### config.mk
export PLATFORM = sky130hd
export DESIGN_NAME = cache_controller
export DESIGN_NICKNAME = d
export VERILOG_FILES = /design/src/rtl/cache_pkg.sv /design/src/rtl/cache_sat_counter.sv /design/src/rtl/cache_controller.sv
export SDC_FILE = /design/constraint.sdc
export NUM_CORES = 1
export LEC_CHECK = 0
export ABC_AREA = 0
export CORE_AREA = 3 3 139 141
export DETAILED_ROUTE_END_ITERATION = 10
export DIE_AREA = 0 0 142 144
export PLACE_DENSITY_LB_ADDON = 0.1
export SLEW_MARGIN = 0
export SYNTH_ARGS = -nofsm -noshare
export SYNTH_HDL_FRONTEND = slang
export SYNTH_SLANG_ARGS = --single-unit
### constraint.sdc
create_clock -name clk_i -period 5.8 [get_ports clk_i]
set_input_delay 0.87 -clock clk_i [delete_from_list [all_inputs] [get_ports clk_i]]
set_output_delay 0.87 -clock clk_i [all_outputs]
set_load 0.05 [all_outputs]
### src/rtl/cache_pkg.sv
// Shared definitions for the cache sequencing controller: default geometry,
// derived tag width, word alignment and the controller state encoding.
package cache_pkg;

  localparam int default_addr_width  = 32;
  localparam int default_data_width  = 32;
  localparam int default_idx_size    = 6;
  localparam int default_offset_bits = 2;
  localparam int default_cnt_width   = 16;

  // Tag is whatever remains of the byte address above index and offset.
  localparam int tag_size = default_addr_width - default_idx_size - default_offset_bits;

  // One data word per block: L2 addresses are aligned to this many bytes.
  localparam int word_bytes = 1 << default_offset_bits;

  typedef enum logic [2:0] {
    IDLE     = 3'd0,
    LOOKUP   = 3'd1,
    L2_READ  = 3'd2,
    FILL     = 3'd3,
    L2_WRITE = 3'd4,
    RESPOND  = 3'd5
  } state_t;

endpackage

### src/rtl/cache_sat_counter.sv
// Statistics counter that sticks at all-ones instead of wrapping.
module cache_sat_counter #(
  parameter int width = 16
) (
  input  logic             clk,
  input  logic             rst,
  input  logic             clear,
  input  logic             en,
  output logic [width-1:0] count
);

  localparam logic [width-1:0] one = {{(width-1){1'b0}}, 1'b1};

  // Count enabled events, holding once every bit is set.
  always_ff @(posedge clk or posedge rst) begin
    if (rst) begin
      count <= '0;
    end else if (clear) begin
      count <= '0;
    end else if (en && (count != '1)) begin
      count <= count + one;
    end
  end

endmodule

### src/rtl/cache_controller.sv
// Cache sequencing FSM: accepts one CPU load/store at a time, drives the
// array/replacement strobes, runs the L2 handshake for refills and
// write-through stores, and returns load data to the CPU.
//
// state    | meaning
// ---------+-----------------------------------------------------------
// IDLE     | ready for a CPU request; request fields latched on accept
// LOOKUP   | tag compare; loads read, stores write the chosen way
// L2_READ  | refill request outstanding to L2
// FILL     | one-cycle array write of the refilled word
// L2_WRITE | write-through store outstanding to L2
// RESPOND  | one-cycle completion pulse to the CPU
module cache_controller
  import cache_pkg::*;
#(
  parameter int addr_width  = default_addr_width,
  parameter int data_width  = default_data_width,
  parameter int idx_size    = default_idx_size,
  parameter int offset_bits = default_offset_bits,
  parameter int cnt_width   = default_cnt_width
) (
  input  logic                                      clk_i,
  input  logic                                      rst_i,
  input  logic                                      cpu_req_i,
  input  logic                                      cpu_we_i,
  input  logic [addr_width-1:0]                     cpu_addr_i,
  input  logic [data_width-1:0]                     cpu_wdata_i,
  output logic                                      cpu_ready_o,
  output logic                                      cpu_valid_o,
  output logic [data_width-1:0]                     cpu_rdata_o,
  output logic [idx_size-1:0]                       idx_o,
  output logic [addr_width-idx_size-offset_bits-1:0] tag_o,
  output logic                                      cache_read_o,
  output logic                                      cache_write_o,
  output logic                                      write_L2_o,
  output logic                                      write_through_o,
  output logic [data_width-1:0]                     cache_wdata_o,
  input  logic                                      hit_s1_i,
  input  logic                                      hit_s2_i,
  input  logic [data_width-1:0]                     rdata_s1_i,
  input  logic [data_width-1:0]                     rdata_s2_i,
  output logic                                      l2_req_o,
  output logic                                      l2_we_o,
  output logic [addr_width-1:0]                     l2_addr_o,
  output logic [data_width-1:0]                     l2_wdata_o,
  input  logic                                      l2_ack_i,
  input  logic [data_width-1:0]                     l2_rdata_i,
  output logic [cnt_width-1:0]                      hit_cnt_o,
  output logic [cnt_width-1:0]                      miss_cnt_o
);

  localparam int tag_bits = addr_width - idx_size - offset_bits;

  state_t                state;
  state_t                state_next;
  logic                  accept;
  logic                  hit;
  logic                  hit_inc;
  logic                  miss_inc;
  logic                  req_we;
  logic [tag_bits-1:0]   req_tag;
  logic [idx_size-1:0]   req_idx;
  logic [data_width-1:0] req_wdata;
  logic [data_width-1:0] load_data;

  assign accept = (state == IDLE) && cpu_req_i;
  assign hit    = hit_s1_i | hit_s2_i;

  // State register; reset abandons any transaction so every strobe and the
  // L2 request, all decoded from state, drop while reset is still asserted.
  always_ff @(posedge clk_i or posedge rst_i) begin
    if (rst_i) begin
      state <= IDLE;
    end else begin
      state <= state_next;
    end
  end

  // Request latch: fields are only sampled on accept, so a requester holding
  // cpu_req_i with a changing address cannot disturb a transaction in flight.
  always_ff @(posedge clk_i or posedge rst_i) begin
    if (rst_i) begin
      req_we    <= 1'b0;
      req_tag   <= '0;
      req_idx   <= '0;
      req_wdata <= '0;
    end else if (accept) begin
      req_we    <= cpu_we_i;
      req_tag   <= cpu_addr_i[addr_width-1 -: tag_bits];
      req_idx   <= cpu_addr_i[offset_bits +: idx_size];
      req_wdata <= cpu_wdata_i;
    end
  end

  // Load data capture: way data on a lookup hit (way 1 wins a double hit),
  // or L2 data on the refill acknowledge.
  always_ff @(posedge clk_i or posedge rst_i) begin
    if (rst_i) begin
      load_data <= '0;
    end else if ((state == LOOKUP) && !req_we && hit) begin
      load_data <= hit_s1_i ? rdata_s1_i : rdata_s2_i;
    end else if ((state == L2_READ) && l2_ack_i) begin
      load_data <= l2_rdata_i;
    end
  end

  // Next-state and strobe decode; everything defaults inactive so only the
  // owning state raises a strobe.
  always_comb begin
    state_next      = state;
    cpu_ready_o     = 1'b0;
    cpu_valid_o     = 1'b0;
    cpu_rdata_o     = '0;
    cache_read_o    = 1'b0;
    cache_write_o   = 1'b0;
    write_L2_o      = 1'b0;
    write_through_o = 1'b0;
    cache_wdata_o   = '0;
    l2_req_o        = 1'b0;
    l2_we_o         = 1'b0;
    l2_wdata_o      = '0;
    hit_inc         = 1'b0;
    miss_inc        = 1'b0;

    case (state)
      IDLE: begin
        cpu_ready_o = 1'b1;
        if (cpu_req_i) begin
          state_next = LOOKUP;
        end
      end

      LOOKUP: begin
        hit_inc  = hit;
        miss_inc = !hit;
        if (req_we) begin
          // Write-allocate: the replacement stage writes the hit way, or the
          // invalid/LRU way on a miss, at the end of this cycle.
          cache_write_o   = 1'b1;
          write_through_o = 1'b1;
          cache_wdata_o   = req_wdata;
          state_next      = L2_WRITE;
        end else begin
          cache_read_o = 1'b1;
          state_next   = hit ? RESPOND : L2_READ;
        end
      end

      L2_READ: begin
        l2_req_o = 1'b1;
        if (l2_ack_i) begin
          state_next = FILL;
        end
      end

      FILL: begin
        cache_write_o = 1'b1;
        write_L2_o    = 1'b1;
        cache_wdata_o = load_data;
        state_next    = RESPOND;
      end

      L2_WRITE: begin
        l2_req_o   = 1'b1;
        l2_we_o    = 1'b1;
        l2_wdata_o = req_wdata;
        if (l2_ack_i) begin
          state_next = RESPOND;
        end
      end

      RESPOND: begin
        cpu_valid_o = 1'b1;
        cpu_rdata_o = req_we ? '0 : load_data;
        state_next  = IDLE;
      end

      default: begin
        state_next = IDLE;
      end
    endcase
  end

  assign idx_o     = req_idx;
  assign tag_o     = req_tag;
  // Built from latched fields only, so it is stable for the whole request.
  assign l2_addr_o = {req_tag, req_idx, {offset_bits{1'b0}}};

  cache_sat_counter #(
    .width(cnt_width)
  ) u_hit_cnt (
    .clk  (clk_i),
    .rst  (rst_i),
    .clear(1'b0),
    .en   (hit_inc),
    .count(hit_cnt_o)
  );

  cache_sat_counter #(
    .width(cnt_width)
  ) u_miss_cnt (
    .clk  (clk_i),
    .rst  (rst_i),
    .clear(1'b0),
    .en   (miss_inc),
    .count(miss_cnt_o)
  );

endmodule
Yosys cells after proc, flatten, opt, wreduce, memory -nomap -nowiden
Cells that the tools add are included.
{ "word_totals": {"word_cells": 59, "regBits": 130, "out_inout_bits": 198} }
{ "classes": {"n_eq_ne": 10, "bitwise": 1, "n_addsub": 2, "mux": 26, "reduce_logical": 12} }
{ "ops": {"columns": ["op", "n"], "rows": [
  ["two-way mux 32 bit", 7],
  ["one-hot mux 32 bit (2 select lines)", 1],
  ["adder 16 x 1 -> 16 bit (second input constant)", 2],
  ["inequality test 16 bit (second input constant)", 2],
  ["two-way mux 3 bit", 5],
  ["one-hot mux 3 bit (5 select lines)", 1],
  ["two-way mux 1 bit", 11],
  ["equality test 3 x 2 -> 1 bit (second input constant)", 2],
  ["equality test 3 bit (second input constant)", 2],
  ["logical AND 1 bit", 6],
  ["inequality test 2 bit (second input constant)", 3],
  ["equality test 3 x 1 -> 1 bit (second input constant)", 1],
  ["zero test 3 bit", 1],
  ["AND reduction 3 bit", 1],
  ["zero test 1 bit", 2],
  ["one-hot mux 1 bit (2 select lines)", 1],
  ["nonzero test 2 bit", 1],
  ["OR reduction 2 bit", 1],
  ["OR 1 bit", 1]
]} }

Longest topological paths before layout
{ "logic_depth": {"depth_word": 4, "depth_mapped": 7} }

Cells and area by module
From an unflattened synthesis, not the netlist that was laid out.
{ "hier_totals": {"cells_unflattened": 656, "area_unflattened_um2": 7329.5} }
{ "by_module_without_submodules": {"columns": ["module", "seq_area_each_um2", "area_per_inst_um2", "cells_each", "instances"], "rows": [
  ["cache_controller", 2452.4, 5465.2, 454, 1],
  ["cache_sat_counter", 400.4, 932.1, 101, 2]
]} }

Worst setup path before layout
No wires, ideal clock.
{ "synth_timing": {"path_kind": "reg-to-output", "start": "register state[0]", "end": "output cache_wdata_o[0]", "stages_incl_launch_ff": 6, "arrival_ns": 2.469, "path_slack_ns": 2.461, "t_required_ns": 4.930, "path_cell_list": "dfrtp_1 > clkbuf_1 > nand2b_1 > nor3b_1 > clkbuf_1 > a22o_1"} }
{ "synth_via": {"elab_chain_len": 2, "word_cells_on_any_way": 3, "cone_classes": "eq/ne (2); mux (1)"} }
{ "synth_lines": {"columns": ["element", "line_no", "rtl"], "rows": [
  ["from (decl)", "cache_controller.sv:54", "state_t state;"],
  ["from (signal assigned)", "cache_controller.sv:75", "state <= state_next;"],
  ["equality test 3 x 2 -> 1 bit or equality test 3 x 1 -> 1 bit (tied branches)", "cache_controller.sv:125", "case (state)"],
  ["one-hot mux 32 bit (2 select lines) *", "cache_controller.sv:125", null],
  ["to (decl)", "cache_controller.sv:37", "output logic [data_width-1:0] cache_wdata_o,"]
]} }
Mark *: on every way between the ends. The rest lies on a longest branch, timed or not.

Final worst setup path
{ "layout_timing": {"start": "register state[1]", "end": "output cpu_rdata_o[5]"} }
{ "layout_via": {"elab_chain_len": 2} }
{ "layout_lines": {"columns": ["element", "line_no", "rtl"], "rows": [
  ["equality test 3 bit", "cache_controller.sv:125", null],
  ["two-way mux 32 bit", "cache_controller.sv:125", null],
  ["to (decl)", "cache_controller.sv:30", "output logic [data_width-1:0] cpu_rdata_o,"]
]} }
No other way between the ends.

==> key figures <==
Clocking
  – Clk buf depth: 2
  – CTS buffer count: 17
  – CTS H-tree depth: 4
  – # Post-CTS Setup Buffers: 0
  – Clock Latency Late Sink: 0.41 ns
  – CTS clock-pin slew for the worst setup and hold paths: 0.06 ns
  – Clock Sinks: 130
  – CTS tree: yes
  – Clock root buffer: clkbuf_16
  – Hold_buf cts: 0
  – Post_cts resized: 0

Timing
  – Final Hold Fails: 0
  – Worst Skew: 0.00865 ns
  – Minimum clock period: 4.17 ns
  – Max-slew violation count: 0
  – Fin crit share: 0.719
  – Worst-Margin Slew: 1.03 ns
  – RSZ-0062 raised after global routing: no
  – FMAX: 240 MHz
  – Final TNS setup: 0 ns
  – Setup violators final: 0
  – Relative slew slack: 0.315
  – Worst-case hold slack: 0.509 ns

Run
  – MaxCap Viol Count: 0

Pwr
  – PwrDens: 588 nW/um^2
  – P_leak: 0.00448 uW
  – Peak VDD IR: 0.416 mV
  – Total power: 6430 uW

GRT
  – Global route total overflow: 0
  – Largest net degree at the start of global routing: 52
  – Vias in the first global route: 6593
  – Initial antenna violation count: 0
  – First-pass GRT wire length: 37.9 mm
  – Total track usage: 0.240

Layout
  – Layout cells sized above 1: 0.125
  – Cell area after layout: 10900 sq um
  – Area grow syn2layout: 60.1%
  – Final Util: 0.605
  – Fillers: 1461
  – Ant. Diodes: 0
  – Nets: 1120
  – Area of the multi-input gates: 3170 sq um
  – Flip-flop and latch area: 3250 sq um

Floorplan
  – Die Wd: 142 um
  – Core area: 18100 sq um
  – Row Count: 49
  – Die ar.: 20400 sq um
  – Die Ht: 144 um
  – Initial Utilization: 0.378
  – I/O pins: 365

Detailed routing
  – First-pass detailed-route iteration total: 4
  – Via density: 5.22
  – Drc violations: 0
  – Vias: 6219
  – Final ANT Viol Nets: 0
  – Starting DRT DRC Count: 294
  – DR WL/cell: 21.3 um
  – Final wirelength: 25.4 mm

Logic synthesis
  – Cells after synthesis: 635
  – Post-synth ARST share: 1.00
  – Flop and latch count out of synthesis: 130
  – Top cell type's share of synthesized area: 0.476
  – Synth Cell Area: 6830 sq um
  – Yosys warns: 0
  – Top FF cell, synth: dfrtp_1
  – Avg Inst Size Synth: 10.8 sq um
  – Most frequent cell after synthesis: dfrtp_1
  – Yosys cell types: 43
  – Synth top cells by count: 130 x dfrtp_1, 66 x and2_1, 65 x mux2_2, 45 x nand2_1
  – Cell type with the largest total area after synthesis: dfrtp_1
  – Top cells by area, synth: dfrtp_1 48%, mux2_2 11%, and2_1 6.0%, a22o_1 4.1%, buf_4 3.5%
  – Sequential fraction of the synthesis area: 0.476
  – Post-synth EDFFs: 0

Placement
  – Final GP Congestion: 0.896
  – Placed Area: 10400 sq um
  – Port Buffers: 360
  – Detailed placement HPWL: 18.8 mm

Outcome
  – Status: completed

Setup path
  – Worst-path maximum fanout: 20
  – Crit path capture type: primary output
  – Startpoint class of the critical path: flop
  – CP Data Required Time: 4.93 ns
  – Arr. time, crit path: 3.30 ns
  – CP Class: flop to primary output

Min path
  – HP Class: flop to flop
[stage by stage]
stage	cells	setup slack (ns)
after global routing	1192	1.47
after CTS	1192	1.62
after global placement	1161	1.93
after detailed placement	1161	1.89
after floorplan	636	1.46
final	1192	1.63
[path summary, 6_finish.rpt]
check / from / to / slack (ns) / depth (start not counted)
min: u_hit_cnt.count[9]$_DFFE_PP0P_ / u_hit_cnt.count[9]$_DFFE_PP0P_ / 0.51 / 1
min in group asynchronous: rst_i / u_miss_cnt.count[9]$_DFFE_PP0P_ / 0.81 / 2
max: state[1]$_DFFE_PP0P_ / cpu_rdata_o[5] / 1.63 / 5
min reg2reg: u_hit_cnt.count[9]$_DFFE_PP0P_ / u_hit_cnt.count[9]$_DFFE_PP0P_ / 0.51 / 1
max in group asynchronous: rst_i / tag_o[17]$_DFFE_PP0P_ / 3.96 / 3
max reg2reg: state[2]$_DFFE_PP0P_ / load_data[18]$_DFFE_PP0P_ / 2.64 / 4
[power breakdown]
part | leakage [uW] | internal, uW | switching (uW)
Clock | 0.000254 | 574 | 393
Combinational | 0.00265 | 1390 | 2420
Sequential | 0.00157 | 1290 | 357
[layout make-up]
type | instances | area share
sequential | 130 | 0.297
clock inverter | 9 | 0.00538
timing repair buffer | 370 | 0.336
multi-input combinational | 428 | 0.290
clock buffer | 22 | 0.0434
tap | 229 | 0.0262
inverter | 4 | 0.00160
[sequential cells by signal (all words and copies together) (netlist names)]
| signal | cells |
|---|---|
| u_hit_cnt.count | 16 |
| req_wdata | 32 |
| u_miss_cnt.count | 16 |
| load_data | 32 |
| idx_o | 6 |
| state | 3 |
| req_we | 1 |
| tag_o | 24 |
[routing by layer]
| metal | wire [um] | up-vias | part of all wire | track usage |
|---|---|---|---|---|
| li1 | - | 2857 | - | - |
| met2 | 13000 | 300 | 0.51 | 0.429 |
| met5 | 0 | - | 0 | 0 |
| met3 | 1970 | 42 | 0.078 | 0.0635 |
| met4 | 787 | 0 | 0.031 | 0.0944 |
| met1 | 9630 | 3020 | 0.38 | 0.275 |
[logic make-up (layout without fill, tap and decap cells)]
logic type | Yosys count | in the layout | share of synthesized area
AO/OA/AOI/OAI | 86 | 86 | 0.101
XOR/XNOR | 28 | 28 | 0.0359
flip-flops | 130 | 130 | 0.476
AND/OR/NAND/NOR | 228 | 228 | 0.186
multiplexers | 82 | 82 | 0.132
other | 1 | 2 | 0.000549
adder cells (fa/ha/maj) | 2 | 2 | 0.00366
buffers and inverters | 78 | 405 | 0.0637
[cell usage in the layout (no fill, tap or decap), types with 2 or more instances in the layout]
master           Yosys  final
ha_1                 2      2
and4_1               2      2
and3_1               3      3
and2_1              66     65
a221o_1             17     17
conb_1               1      2
nor2_1              30     29
nor2b_1             15     15
clkinv_2             0      4
nand3_1             10     10
nor3b_2              0      3
clkbuf_16            0     17
a21oi_1              3      3
a22o_1              32     32
o21ai_0              3      3
a211oi_1            15     15
nor4_1               6      6
nor3b_1             10      7
nand4_1              7      7
inv_1                4      3
mux2_2              65     65
a31oi_1             16     16
or4_1                2      2
nand2_1             45     45
and4bb_2             2      2
or2_2                2      2
xor2_1              25     25
nor3_1              18     18
xnor2_1              3      3
clkinvlp_4           0      4
dfrtp_1            130    130
clkbuf_1            31      2
clkdlybuf4s50_1      0    359
clkbuf_8             0      3
mux2i_1             17     17
buf_4               32     10
[critical path: stages (launching register included)]
cell             delay (ns)
dfrtp_1                0.53
nand2b_1               0.28
nor3b_2                0.66
buf_4                  0.39
and2_1                 0.19
clkdlybuf4s50_1        0.83
Power figures use the tool's default switching activity.
